## src/rtl/stream_downsizer_pkg.sv

```systemverilog
// Shared definitions for the stream downsizer: default widths, holding state
// encoding and the chunk-index width helper.
package stream_downsizer_pkg;

    localparam int unsigned W_IN_DEF  = 32;
    localparam int unsigned W_OUT_DEF = 8;

    // Holding flag expressed as a two-state machine
    typedef enum logic {
        ST_IDLE = 1'b0,
        ST_HOLD = 1'b1
    } state_t;

    // Bits needed to index RATIO chunks (log2 of RATIO, minimum 1)
    function automatic int unsigned idx_width(input int unsigned ratio);
        int unsigned w;
        w = 1;
        for (int unsigned i = 1; i < 32; i++) begin
            if ((32'd1 << i) < ratio) begin
                w = i + 1;
            end
        end
        return w;
    endfunction

endpackage

```

## src/rtl/stream_downsizer_mux.sv

```systemverilog
// Chunk select for the stream downsizer: picks one W_OUT slice of the held
// word by chunk index.
// Build option: STREAM_DOWNSIZER_MSB_FIRST_EN -> index 0 is the most
// significant chunk; otherwise index 0 is the least significant chunk.
module stream_downsizer_mux
    import stream_downsizer_pkg::*;
#(
    parameter int unsigned W_IN  = W_IN_DEF,
    parameter int unsigned W_OUT = W_OUT_DEF,
    localparam int unsigned RATIO = W_IN / W_OUT,
    localparam int unsigned IDX_W = idx_width(RATIO)
) (
    input  logic [W_IN-1:0]  i_word,
    input  logic [IDX_W-1:0] i_idx,
    output logic [W_OUT-1:0] o_chunk_c
);

    // One-hot compare over all chunk positions; order fixed at build time
    always_comb begin
        o_chunk_c = '0;
        for (int unsigned i = 0; i < RATIO; i++) begin
            if (i_idx == IDX_W'(i)) begin
`ifdef STREAM_DOWNSIZER_MSB_FIRST_EN
                o_chunk_c = i_word[(RATIO - 1 - i) * W_OUT +: W_OUT];
`else
                o_chunk_c = i_word[i * W_OUT +: W_OUT];
`endif
            end
        end
    end

endmodule

```

## src/rtl/stream_downsizer.sv

```systemverilog
// Stream downsizer: pops W_IN words from an upstream buffer and emits them
// as RATIO consecutive W_OUT chunks with valid/ready handshake.
// Build option: STREAM_DOWNSIZER_MSB_FIRST_EN selects most-significant chunk
// first (default: least-significant chunk first).
module stream_downsizer
    import stream_downsizer_pkg::*;
#(
    parameter int unsigned W_IN  = W_IN_DEF,
    parameter int unsigned W_OUT = W_OUT_DEF
) (
    input  logic             clk,
    input  logic             rst_n,
    input  logic [W_IN-1:0]  in_rdata,
    input  logic             in_empty,
    output logic             in_ren,
    input  logic             flush,
    output logic [W_OUT-1:0] out_data,
    output logic             out_valid,
    input  logic             out_ready,
    output logic             out_last
);

    localparam int unsigned RATIO = W_IN / W_OUT;
    localparam int unsigned IDX_W = idx_width(RATIO);
    localparam logic [IDX_W-1:0] IDX_LAST = IDX_W'(RATIO - 1);

    state_t           r_state;
    logic [W_IN-1:0]  r_word;
    logic [IDX_W-1:0] r_idx;

    logic             w_holding;
    logic             w_last;
    logic             w_accept;
    logic             w_pop;
    logic [W_OUT-1:0] w_chunk;

    assign w_holding = (r_state == ST_HOLD);
    assign w_last    = w_holding && (r_idx == IDX_LAST);
    assign w_accept  = w_holding && out_ready;

    // Pop when empty-handed, or when the last chunk leaves this cycle so the
    // next word follows without a bubble; reset and flush block the pop
    assign w_pop = rst_n && !in_empty && !flush &&
                   (!w_holding || (out_ready && w_last));

    stream_downsizer_mux #(
        .W_IN  (W_IN),
        .W_OUT (W_OUT)
    ) u_mux (
        .i_word    (r_word),
        .i_idx     (r_idx),
        .o_chunk_c (w_chunk)
    );

    assign in_ren    = w_pop;
    assign out_valid = w_holding;
    assign out_last  = w_last;
    assign out_data  = w_holding ? w_chunk : '0;

    // Holding state, word register and chunk index; flush overrides all
    always_ff @(posedge clk or negedge rst_n) begin
        if (!rst_n) begin
            r_state <= ST_IDLE;
            r_word  <= '0;
            r_idx   <= '0;
        end else if (flush) begin
            r_state <= ST_IDLE;
            r_idx   <= '0;
        end else if (w_pop) begin
            r_state <= ST_HOLD;
            r_word  <= in_rdata;
            r_idx   <= '0;
        end else if (w_accept && !w_last) begin
            r_idx   <= r_idx + IDX_W'(1);
        end else if (w_accept && w_last) begin
            r_state <= ST_IDLE;
            r_idx   <= '0;
        end
    end

endmodule
```

## config.mk

```make
export PLATFORM = sky130hd
export DESIGN_NAME = stream_downsizer
export DESIGN_NICKNAME = d
export VERILOG_FILES = /design/src/rtl/stream_downsizer_pkg.sv /design/src/rtl/stream_downsizer_mux.sv /design/src/rtl/stream_downsizer.sv
export SDC_FILE = /design/constraint.sdc
export NUM_CORES = 1
export LEC_CHECK = 0
export ABC_AREA = 1
export BUFFER_PORTS_ARGS = -buffer_cell sky130_fd_sc_hd__clkbuf_2
export CAP_MARGIN = 5
export CORE_MARGIN = 2
export CORE_UTILIZATION = 46
export DETAILED_ROUTE_END_ITERATION = 8
export MAX_ROUTING_LAYER = met4
export PLACE_DENSITY = 0.81
export SLEW_MARGIN = 20
export SYNTH_ARGS = -nofsm -noshare
export SYNTH_HDL_FRONTEND = slang
export SYNTH_SLANG_ARGS = --single-unit
```

## constraint.sdc

```tcl
create_clock -name clk -period 1.6 [get_ports clk]
set_input_delay 0.32 -clock clk [delete_from_list [all_inputs] [get_ports clk]]
set_output_delay 0.32 -clock clk [all_outputs]
set_load 0.05 [all_outputs]
```

## After elaboration in Yosys (flattened, before gate mapping)

Index checks and enable logic that the tools add are counted.

| word-level totals | value |
|---|---|
| logic and storage cells | 40 |
| register bits after elaboration | 35 |
| output and inout port bits | 11 |
| input port bits | 37 |

| operators by class | value |
|---|---|
| reduce and logical (&&, ||, !) cells | 18 |
| bitwise logic cells | 1 |
| multiplexer cells | 13 |
| $add $sub $neg | 1 |
| equality and inequality tests | 4 |

Operators by type and width:

| cell | number |
|---|---|
| 8-bit two-way mux | 5 |
| 1-bit logical AND | 8 |
| 2-bit two-way mux | 4 |
| 2-bit == test, second input constant | 2 |
| 1-bit logical NOT | 4 |
| 1-bit two-way mux | 4 |
| 2-bit AND reduction | 2 |
| 4-bit nonzero test | 1 |
| 3-bit != test, second input constant | 1 |
| 3-bit nonzero test | 1 |
| 2-bit by 1-bit adder with 2-bit output, second input constant | 1 |
| 2-bit by 1-bit == test with 1-bit output, second input constant | 1 |
| 2-bit logical NOT | 1 |
| 1-bit logical OR | 1 |
| 1-bit inverter | 1 |

## Longest topological paths before layout

Gate-level depths: netlist of run 1.

| logic depth | value |
|---|---|
| word-level depth | 7 |
| mapped depth | 8 |
| depth with buffers taken out | 7 |

## Cells and area by module

Synthesis of run 1 repeated with hierarchy kept, for this count alone.

| second synthesis, totals | value |
|---|---|
| cell total of the unflattened synthesis | 236 |
| area, all modules | 1875.5 um^2 |

By module, submodules not included:

| module | sequential area each (um^2) | instances | area an instance (um^2) | cells an instance |
|---|---|---|---|---|
| stream_downsizer | 875.8 | 1 | 1611.5 | 189 |
| stream_downsizer_mux | 0.0 | 1 | 264.0 | 47 |

## Worst setup path after synthesis of run 1

OpenSTA, ideal clock, no wires.

| timing | value |
|---|---|
| path type | register -> output |
| start | reg r_idx[0] |
| end | out out_data[0] |
| buffers on the path | 0 |
| data arrival time | 2.174 ns |
| path slack | -0.894 ns |
| cell stages (with the launch flop) | 8 |
| required time | 1.280 ns |
| cells stage by stage | dfrtp_1 inv_1 ha_1 inv_1 nor2_1 nand2_1 and2_0 o21ai_0 |

| between the ends | value |
|---|---|
| cells in the longest elaborated chain, start to end | 6 |
| elaborated cells on any way between the ends | 9 |
| classes of those cells | eq/ne: 3; mux: 5; reduce/logical: 1 |

Ends and longest elaborated chain:

| what | line | RTL |
|---|---|---|
| start: declaration | stream_downsizer.sv:29 | `logic [IDX_W-1:0] r_idx;` |
| start signal: assignment | stream_downsizer.sv:74 | `r_idx <= r_idx + IDX_W'(1);` |
| 2-bit logical NOT | stream_downsizer_mux.sv:22 | `if (i_idx == IDX_W'(i)) begin` |
| 8-bit two-way mux (3 in a row) | stream_downsizer_mux.sv:22 |  |
| 8-bit two-way mux * | stream_downsizer_mux.sv:22 |  |
| 8-bit two-way mux * | stream_downsizer.sv:58 | `assign out_data = w_holding ? w_chunk : '0;` |
| end: declaration | stream_downsizer.sv:17 | `output logic [W_OUT-1:0] out_data,` |

Mark *: on every way between the ends. The rest lies on a longest branch, timed or not.

## Worst setup path after layout of run 1

| timing | value |
|---|---|
| start | reg r_idx[1] |
| end | out out_data[4] |

The elaborated chain is that of the path after synthesis.

==> results.json, run 1 <==
{
  "outcome": "finished, violations left",
  "violations": "setup timing",
  "p_leak_uw": 0.001293,
  "cts.path.max_buffers": 2,
  "r2r_slack_ns": 0.09,
  "avgSynthCellArea_um2": 7.866,
  "die_area_um2": 4196,
  "synth.area.mux_share_pct": 0,
  "path_max_fanout": 4,
  "synthCells": 216,
  "grt_pass1_wl_um": 7431,
  "ys_seq_area_share_pct": 51.55,
  "area_growth_pct": 49.34,
  "synth_compound_area_share_pct": 9.131,
  "avgViaCountPerCell": 5.006,
  "finalCriticalPeriod_ns": 2.037,
  "n_antenna_cell": 0,
  "ios": 48,
  "cts_root_buf": "clkbuf_8",
  "critPathKind": "register to output pin",
  "finalCoreUtilization_pct": 70.37,
  "globalplace.congestion": 0.8285,
  "startpoint_type": "register",
  "synth-simple-area-share_pct": 30.93,
  "final_antenna_net_count": 0,
  "start_util_pct": 47.12,
  "placed_area_um2": 2265,
  "vdd_ir_drop_max_v": 0.0005439,
  "clk_latency_ns": 0.30,
  "tightestPinTransition_ns": 0.4404,
  "max_freq_ghz": 0.4909,
  "clock-sinks": 35,
  "worstSetupEndpoint": "out_data[4]",
  "drtIter0Drc": 95,
  "fin_area_um2": 2537,
  "min_period_over_period_pct": 127.3,
  "drv_slew": 0,
  "synth.net_count": 257,
  "min_path_type": "primary input to asynchronous set/reset pin",
  "finalSetupTns_ns": -3.867,
  "cts_tree": "yes",
  "final_cell_mix": "nand2_1, clkbuf_2, dfrtp_1, buf_4",
  "synth_top_family_by_area": "simple AND/OR/NAND/NOR gates",
  "htree_levels": 2,
  "die_w_um": 64.78,
  "grt_overflow_total": 0,
  "core_area_um2": 3606,
  "synth_cell_types": 16,
  "drt_pass1_iterations": 4,
  "num_vias": 1652,
  "cts.clk_slew.worst_paths_ns": 0.08,
  "max-slew-margin-rel_pct": 70.64,
  "rsz0062_at_grt": "true",
  "hold_viol": 0,
  "synth_xor_area_share_pct": 0,
  "fin_skew_ns": 0.007171,
  "wl_per_cell_um": 13.47,
  "synth_fa_ha_area_share_pct": 2.946,
  "drive_gt1_share_pct": 39.72,
  "final_common_cell": "nand2_1",
  "dieHeight_um": 64.78,
  "endpoint_kind": "output pin",
  "setup_viol": 10,
  "cap_violations": 0,
  "required_ns": 1.28,
  "fin_ws_ns": -0.4370,
  "drc": 0,
  "worst_ep_arrival_time_ns": 1.72,
  "startpoint": "r_idx[1]$_DFFE_PN0P_",
  "r2r_cells": 8,
  "first_global_vias": 1601,
  "io_buffer_count": 47,
  "rr_startpoint": "r_idx[1]$_DFFE_PN0P_",
  "finalNetCount": 322,
  "antenna_found_initial": 0,
  "powerDensity_nw_per_um2": 952.8,
  "synth_warnings": 0,
  "synth-seq-cells": 35,
  "reg2reg_to": "r_idx[1]$_DFFE_PN0P_",
  "wl_um": 4446,
  "rows": 22,
  "cts_buffers": 5,
  "syn_area_um2": 1699,
  "grt_use_total_pct": 24.18,
  "grt_max_degree": 36,
  "hpwlAfterDp_um": 2969
}
per-stage QoR:
stage	setup WS (ns)	hold WS [ns]	total power [µW]	cells
2_1_floorplan	-0.08355	0.02441	1519	216
4_1_cts	-0.4506	0.1215	2407	330
5_1_grt	-0.5067	0.1583	2545	330
6_report	-0.4370	0.1078	2418	330
3_5_place_dp	-0.2177	0.4394	1719	317
3_3_place_gp	-0.1702	0.4414	1693	317
synthesized netlist by cell type:
| cell | count | area share, % |
|---|---|---|
| a21oi_1 | 12 | 3.5 |
| inv_1 | 9 | 2.0 |
| dfrtp_1 | 35 | 52 |
| clkinv_2 | 1 | 0.29 |
| buf_6 | 3 | 2.0 |
| and2_0 | 4 | 1.5 |
| nor2_1 | 3 | 0.66 |
| ha_1 | 4 | 2.9 |
| nand3_4 | 1 | 1.0 |
| o21ai_0 | 13 | 3.8 |
| nand4_1 | 2 | 0.74 |
| nand2_2 | 1 | 0.37 |
| o211ai_1 | 4 | 1.8 |
| nand3_1 | 2 | 0.59 |
| nand2_1 | 118 | 26 |
| buf_2 | 4 | 1.2 |
state kept, by name, indices dropped and copies added (netlist names):
signal,cells
out_valid,1
r_idx,2
r_word,32
layout make-up:
| class | instances | area [µm²] |
|---|---|---|
| fillers | 282 | 1069 |
| multi-input cells | 164 | 915.9 |
| flip-flops and latches | 35 | 879.6 |
| repair buffers | 65 | 533.0 |
| clock buffers | 5 | 68.82 |
| well taps | 48 | 60.06 |
| inverters | 10 | 56.30 |
| clock inverters | 3 | 23.77 |
timing repair:
action	4_1_cts	5_1_grt
gates resized for setup	32	10
buffers inserted	5	0
hold buffers	0	0
pin swaps	16	3
setup endpoints to repair	10	13
cells by family (layout without fill, tap and decap cells):
family / after synthesis / in the layout
adder cells (fa/ha/maj): 4 / 4
AND/OR/NAND/NOR: 131 / 131
flip-flops: 35 / 35
AO/OA/AOI/OAI: 29 / 29
buffers and inverters: 17 / 83
worst min-delay path by stage:
| stage | to | slack [ns] | start |
|---|---|---|---|
| global route | r_word[4]$_DFFE_PN0P_ | 0.16 | rst_n |
| global placement | r_word[27]$_DFFE_PN0P_ | 0.44 | rst_n |
| CTS | r_word[11]$_DFFE_PN0P_ | 0.12 | rst_n |
| detailed placement | r_word[27]$_DFFE_PN0P_ | 0.44 | rst_n |
| finish | r_word[11]$_DFFE_PN0P_ | 0.11 | rst_n |
| floorplan | out_valid$_DFFE_PN0P_ | 0.02 | rst_n |
metal layers:
layer	share of wire (%)	global-route usage (%)	up-vias
met5	0	-	-
met4	1.6	8.245	0
met3	5.3	5.903	9
met2	52	39.82	48
met1	41	29.14	785
li1	-	-	810
critical path: stages, from the launching register on:
cell      delay (ns)
dfrtp_2         0.48
inv_4           0.10
ha_4            0.15
buf_6           0.11
nand2_2         0.04
nand2_1         0.06
o211ai_1        0.14
a21oi_4         0.19
buf_12          0.15
power by group:
part / switching [µW] / internal (µW) / total (µW)
Combinational: 331 / 267 / 598
Sequential: 118 / 1050 / 1170
Clock: 344 / 311 / 654
(Power assumes the default switching activity.)
==> run 2, diff against run 1 <==
- RECOVER_POWER: default -> 50
==> results.json, run 2 (synthesized netlist as in run 1, its figures left out) <==
{
  "outcome": "finished, violations left",
  "violations": "setup timing",
  "clock-sinks": 35,
  "largest_register_ffs": 32,
  "antenna_found_initial": 0,
  "ios": 48,
  "finalNetCount": 322,
  "num_vias": 1648,
  "min_period_over_period_pct": 127.2,
  "cts_buffers": 5,
  "grt_overflow_total": 0,
  "top_register": "r_word",
  "fillers": 284,
  "grt_use_total_pct": 24.18,
  "hpwlAfterDp_um": 2969,
  "finalCoreUtilization_pct": 70.26,
  "rows": 22,
  "setup_viol": 10,
  "clk_latency_ns": 0.30,
  "cts.path.max_buffers": 2,
  "r2r_slack_ns": 0.09,
  "tightestPinTransition_ns": 0.8671,
  "required_ns": 1.28,
  "drive_gt1_share_pct": 39.36,
  "drc": 0,
  "area_growth_pct": 49.12,
  "grt_max_degree": 36,
  "placed_area_um2": 2265,
  "die_w_um": 64.78,
  "min_path_type": "primary input to register",
  "die_area_um2": 4196,
  "final_antenna_net_count": 0,
  "drv_slew": 0,
  "final_common_cell": "nand2_1",
  "cts.clk_slew.worst_paths_ns": 0.08,
  "start_util_pct": 47.12,
  "n_antenna_cell": 0,
  "powerDensity_nw_per_um2": 953.9,
  "hold_viol": 0,
  "wl_per_cell_um": 13.49,
  "dieHeight_um": 64.78,
  "gr-usage-met2_pct": 39.82,
  "finalSetupTns_ns": -3.857,
  "grt_pass1_wl_um": 7431,
  "endpoint_kind": "output pin",
  "drtIter0Drc": 95,
  "startpoint_type": "register",
  "avgViaCountPerCell": 4.994,
  "worst_ep_arrival_time_ns": 1.72,
  "cts_root_buf": "clkbuf_8",
  "max_freq_ghz": 0.4912,
  "final_cell_mix": "nand2_1, clkbuf_2, dfrtp_1, buf_4",
  "fin_ws_ns": -0.4358,
  "fin_area_um2": 2534,
  "cap_violations": 0,
  "io_buffer_count": 47,
  "core_area_um2": 3606,
  "cts_hold_buf": 0,
  "top_usage_layer": "met2",
  "grtUsageMet3_pct": 5.903,
  "use_met1_pct": 29.14,
  "wl_um": 4452,
  "power_uw": 2417,
  "cts_tree": "yes",
  "p_leak_uw": 0.001289,
  "rsz0062_at_grt": "true",
  "finalCriticalPeriod_ns": 2.036,
  "first_global_vias": 1601,
  "max-slew-margin-rel_pct": 42.19,
  "fin_skew_ns": 0.007171,
  "htree_levels": 2,
  "pre_cts_ws_ns": -0.2177,
  "path_max_fanout": 4,
  "drt_pass1_iterations": 4,
  "globalplace.congestion": 0.8285,
  "vdd_ir_drop_max_v": 0.0005438,
  "critPathKind": "register to output pin"
}
-- run 2: cell count changes in the layout (fill, tap and decap cells not counted), sizes merged --
cell,previous run,this run
buf,26,25
clkbuf,44,45
-- run 2: metrics by stage --
step                      hold slack, ns  std cells
after floorplan                  0.02441        216
after global placement            0.4414        317
after global routing              0.2077        330
after detailed placement          0.4394        317
final                             0.2101        330
after CTS                         0.1215        330
-- run 2: repair_timing --
item,in CTS,in global routing
resized for setup,32,10
pin swaps,16,3
cloned,0,0
buffers inserted,5,0
endpoints found under the hold margin,0,0
setup endpoints to repair,10,13
-- run 2: where the power goes --
group,internal [µW],switching (µW),total (µW)
registers,1050,118,1170
clock network,311,344,655
logic,265,331,597
total,1620,793,2420
-- run 2: critical path: stages, from the launching register on --
cell and delay [ns]:
dfrtp_2 0.47, inv_4 0.10, ha_4 0.15, buf_6 0.11
nand2_2 0.04, nand2_1 0.06, o211ai_1 0.14, a21oi_4 0.19
buf_12 0.15
-- run 2: worst paths after layout --
check / startpoint / end / cells after the start
setup / recovery: r_idx[1]$_DFFE_PN0P_ / out_data[4] / 8
min in group asynchronous: rst_n / r_word[27]$_DFFE_PN0P_ / 2
hold reg to reg: r_word[26]$_DFFE_PN0P_ / r_word[26]$_DFFE_PN0P_ / 2
hold / removal: in_rdata[0] / r_word[0]$_DFFE_PN0P_ / 3
max in group asynchronous: rst_n / r_idx[0]$_DFFE_PN0P_ / 2
setup reg to reg: r_idx[1]$_DFFE_PN0P_ / r_idx[1]$_DFFE_PN0P_ / 8
-- run 2: area by class of cell --
type,count,area (µm²),area share (%)
clock inverters,3,23.77,0.9383
well taps,48,60.06,2.370
inverters,10,56.30,2.222
repair buffers,65,529.3,20.89
multi-input cells,164,915.9,36.15
clock buffers,5,68.82,2.716
flip-flops and latches,35,879.6,34.72
-- run 2: routing by layer --
metal	part of all wire, %	vias up
li1	-	811
met1	42	782
met2	52	46
met3	5.2	9
met4	1.6	0
met5	0	-
==> run 3, diff against run 2 <==
- CORE_UTILIZATION: 46 -> 48
- CTS_BUF_LIST: default -> sky130_fd_sc_hd__clkbuf_8
- PLACE_DENSITY: 0.81 -> 0.83
==> results.json, run 3 (synthesized netlist as in run 1, its figures left out) <==
{
  "comb_power_share_pct": 25.3,
  "final_common_cell": "nand2_1",
  "die_w_um": 63.50,
  "power_switching_uw": 929.8,
  "hpwlAfterDp_um": 2919,
  "required_ns": 1.28,
  "hold_ws_ns": 0.2114,
  "p_leak_uw": 0.001411,
  "finalCriticalPeriod_ns": 2.097,
  "max_freq_ghz": 0.4769,
  "critPathKind": "register to output pin",
  "clk_latency_ns": 0.30,
  "wl_per_cell_um": 18.89,
  "fillers": 153,
  "dp_cells": 315,
  "drt_pass1_iterations": 5,
  "cts_buffers": 5,
  "final_antenna_net_count": 0,
  "pwr-share-clk_pct": 32.5,
  "use_met1_pct": 29.51,
  "final_cell_mix": "nand2_1, nand2_2, clkbuf_2, dfrtp_1, nand2_4",
  "fin_ws_ns": -0.4970,
  "grt_max_degree": 36,
  "grt_overflow_total": 0,
  "rows": 21,
  "drtIter0Drc": 214,
  "n_antenna_cell": 0,
  "top_usage_layer": "met2",
  "power_uw": 2941,
  "globalplace.congestion": 0.8120,
  "tightestPinTransition_ns": 0.8607,
  "grt_pass1_wl_um": 7383,
  "clock-sinks": 35,
  "cts_tree": "yes",
  "hold_viol": 0,
  "top_register": "r_word",
  "min_path_type": "primary input to register",
  "fin_skew_ns": 0.008779,
  "outcome": "finished, violations left",
  "htree_levels": 2,
  "finalCoreUtilization_pct": 86.01,
  "ios": 48,
  "io_buffer_count": 47,
  "cap_violations": 0,
  "area_growth_pct": 70.25,
  "cts_hold_buf": 0,
  "drive_gt1_share_pct": 57.54,
  "drv_slew": 0,
  "max-slew-margin-rel_pct": 42.62,
  "grt_use_total_pct": 24.61,
  "intPower_uw": 2011,
  "avgViaCountPerCell": 5.508,
  "endpoint_kind": "output pin",
  "finalNetCount": 325,
  "fin_area_um2": 2893,
  "die_area_um2": 4032,
  "startpoint_type": "register",
  "worst_ep_arrival_time_ns": 1.78,
  "setup_viol": 45,
  "seqPwrFrac_pct": 42.2,
  "violations": "setup timing",
  "instances_no_fill": 331,
  "largest_register_ffs": 32,
  "core_area_um2": 3363,
  "cts.path.max_buffers": 2,
  "drc": 0,
  "grtUsageMet3_pct": 7.143,
  "placed_area_um2": 2262,
  "start_util_pct": 50.52,
  "cts_root_buf": "clkbuf_8",
  "dieHeight_um": 63.50,
  "power.share.switching_pct": 31.62,
  "antenna_found_initial": 0,
  "gr-usage-met2_pct": 40.26,
  "first_global_vias": 1569,
  "vdd_ir_drop_max_v": 0.0005272,
  "num_vias": 1823,
  "wl_um": 6253,
  "min_period_over_period_pct": 131.1,
  "cts.clk_slew.worst_paths_ns": 0.07,
  "powerDensity_nw_per_um2": 1017,
  "path_max_fanout": 5,
  "rsz0062_at_grt": "true"
}
run 3: changes by cell type in the layout (fill, tap and decap cells not counted), sizes merged:
cell / change
clkbuf: +3
bufinv: +2
clkinvlp: -2
run 3: worst max-delay path, cell delays in order, from the launching register on:
cell and delay, ns:
dfrtp_2 0.48, buf_6 0.15, ha_4 0.17, buf_6 0.14
a21oi_1 0.16, buf_4 0.16, a21oi_4 0.06, buf_12 0.16
run 3: worst paths after layout:
check / cells after the start / slack (ns) / end / start
worst max-delay path: 7 / -0.50 / out_data[4] / r_idx[0]$_DFFE_PN0P_
worst min-delay path: 3 / 0.21 / r_word[3]$_DFFE_PN0P_ / in_rdata[3]
worst max register to register: 12 / -0.33 / r_idx[1]$_DFFE_PN0P_ / r_idx[0]$_DFFE_PN0P_
worst min register to register: 2 / 0.50 / r_word[27]$_DFFE_PN0P_ / r_word[27]$_DFFE_PN0P_
max in group asynchronous: 2 / 0.62 / r_idx[0]$_DFFE_PN0P_ / rst_n
min in group asynchronous: 2 / 0.40 / r_word[26]$_DFFE_PN0P_ / rst_n
run 3: layer usage:
layer  routed length [µm]  part of all wire [%]
met1                 2217                    35
met2                 3296                    53
met3                  517                   8.3
met4                  221                   3.5
met5                    0                     0
run 3: stage by stage:
stage | setup slack (ns) | TNS (ns)
4_1_cts | -0.4630 | -4.578
5_1_grt | -0.5378 | -16.64
2_1_floorplan | -0.08355 | -0.5315
6_report | -0.4970 | -14.64
3_3_place_gp | -0.1769 | -1.186
3_5_place_dp | -0.2273 | -1.480
run 3: repair_timing:
action / CTS / global route
cloned: 0 / 4
gates resized for setup: 46 / 78
endpoints found under the setup margin: 11 / 45
pin swaps: 7 / 32
buffers inserted: 2 / 4
run 3: layout make-up:
cell class                 instances  area, µm²  share of cell area [%]
inverter                          10      61.31                   2.119
timing repair buffer              68      651.9                   22.53
sequential                        35      879.6                   30.41
tap                               46      57.56                   1.990
clock buffer                       5      68.82                   2.379
clock inverter                     3      63.81                   2.206
multi-input combinational        164       1110                   38.36
run 3: power groups by stage:
stage	sequential, µW	combinational, µW	clock [µW]
after global placement	1160	532	0
after global routing	1240	793	997
after floorplan	1140	378	0
after detailed placement	1160	551	0
final	1240	744	957
after CTS	1160	596	941
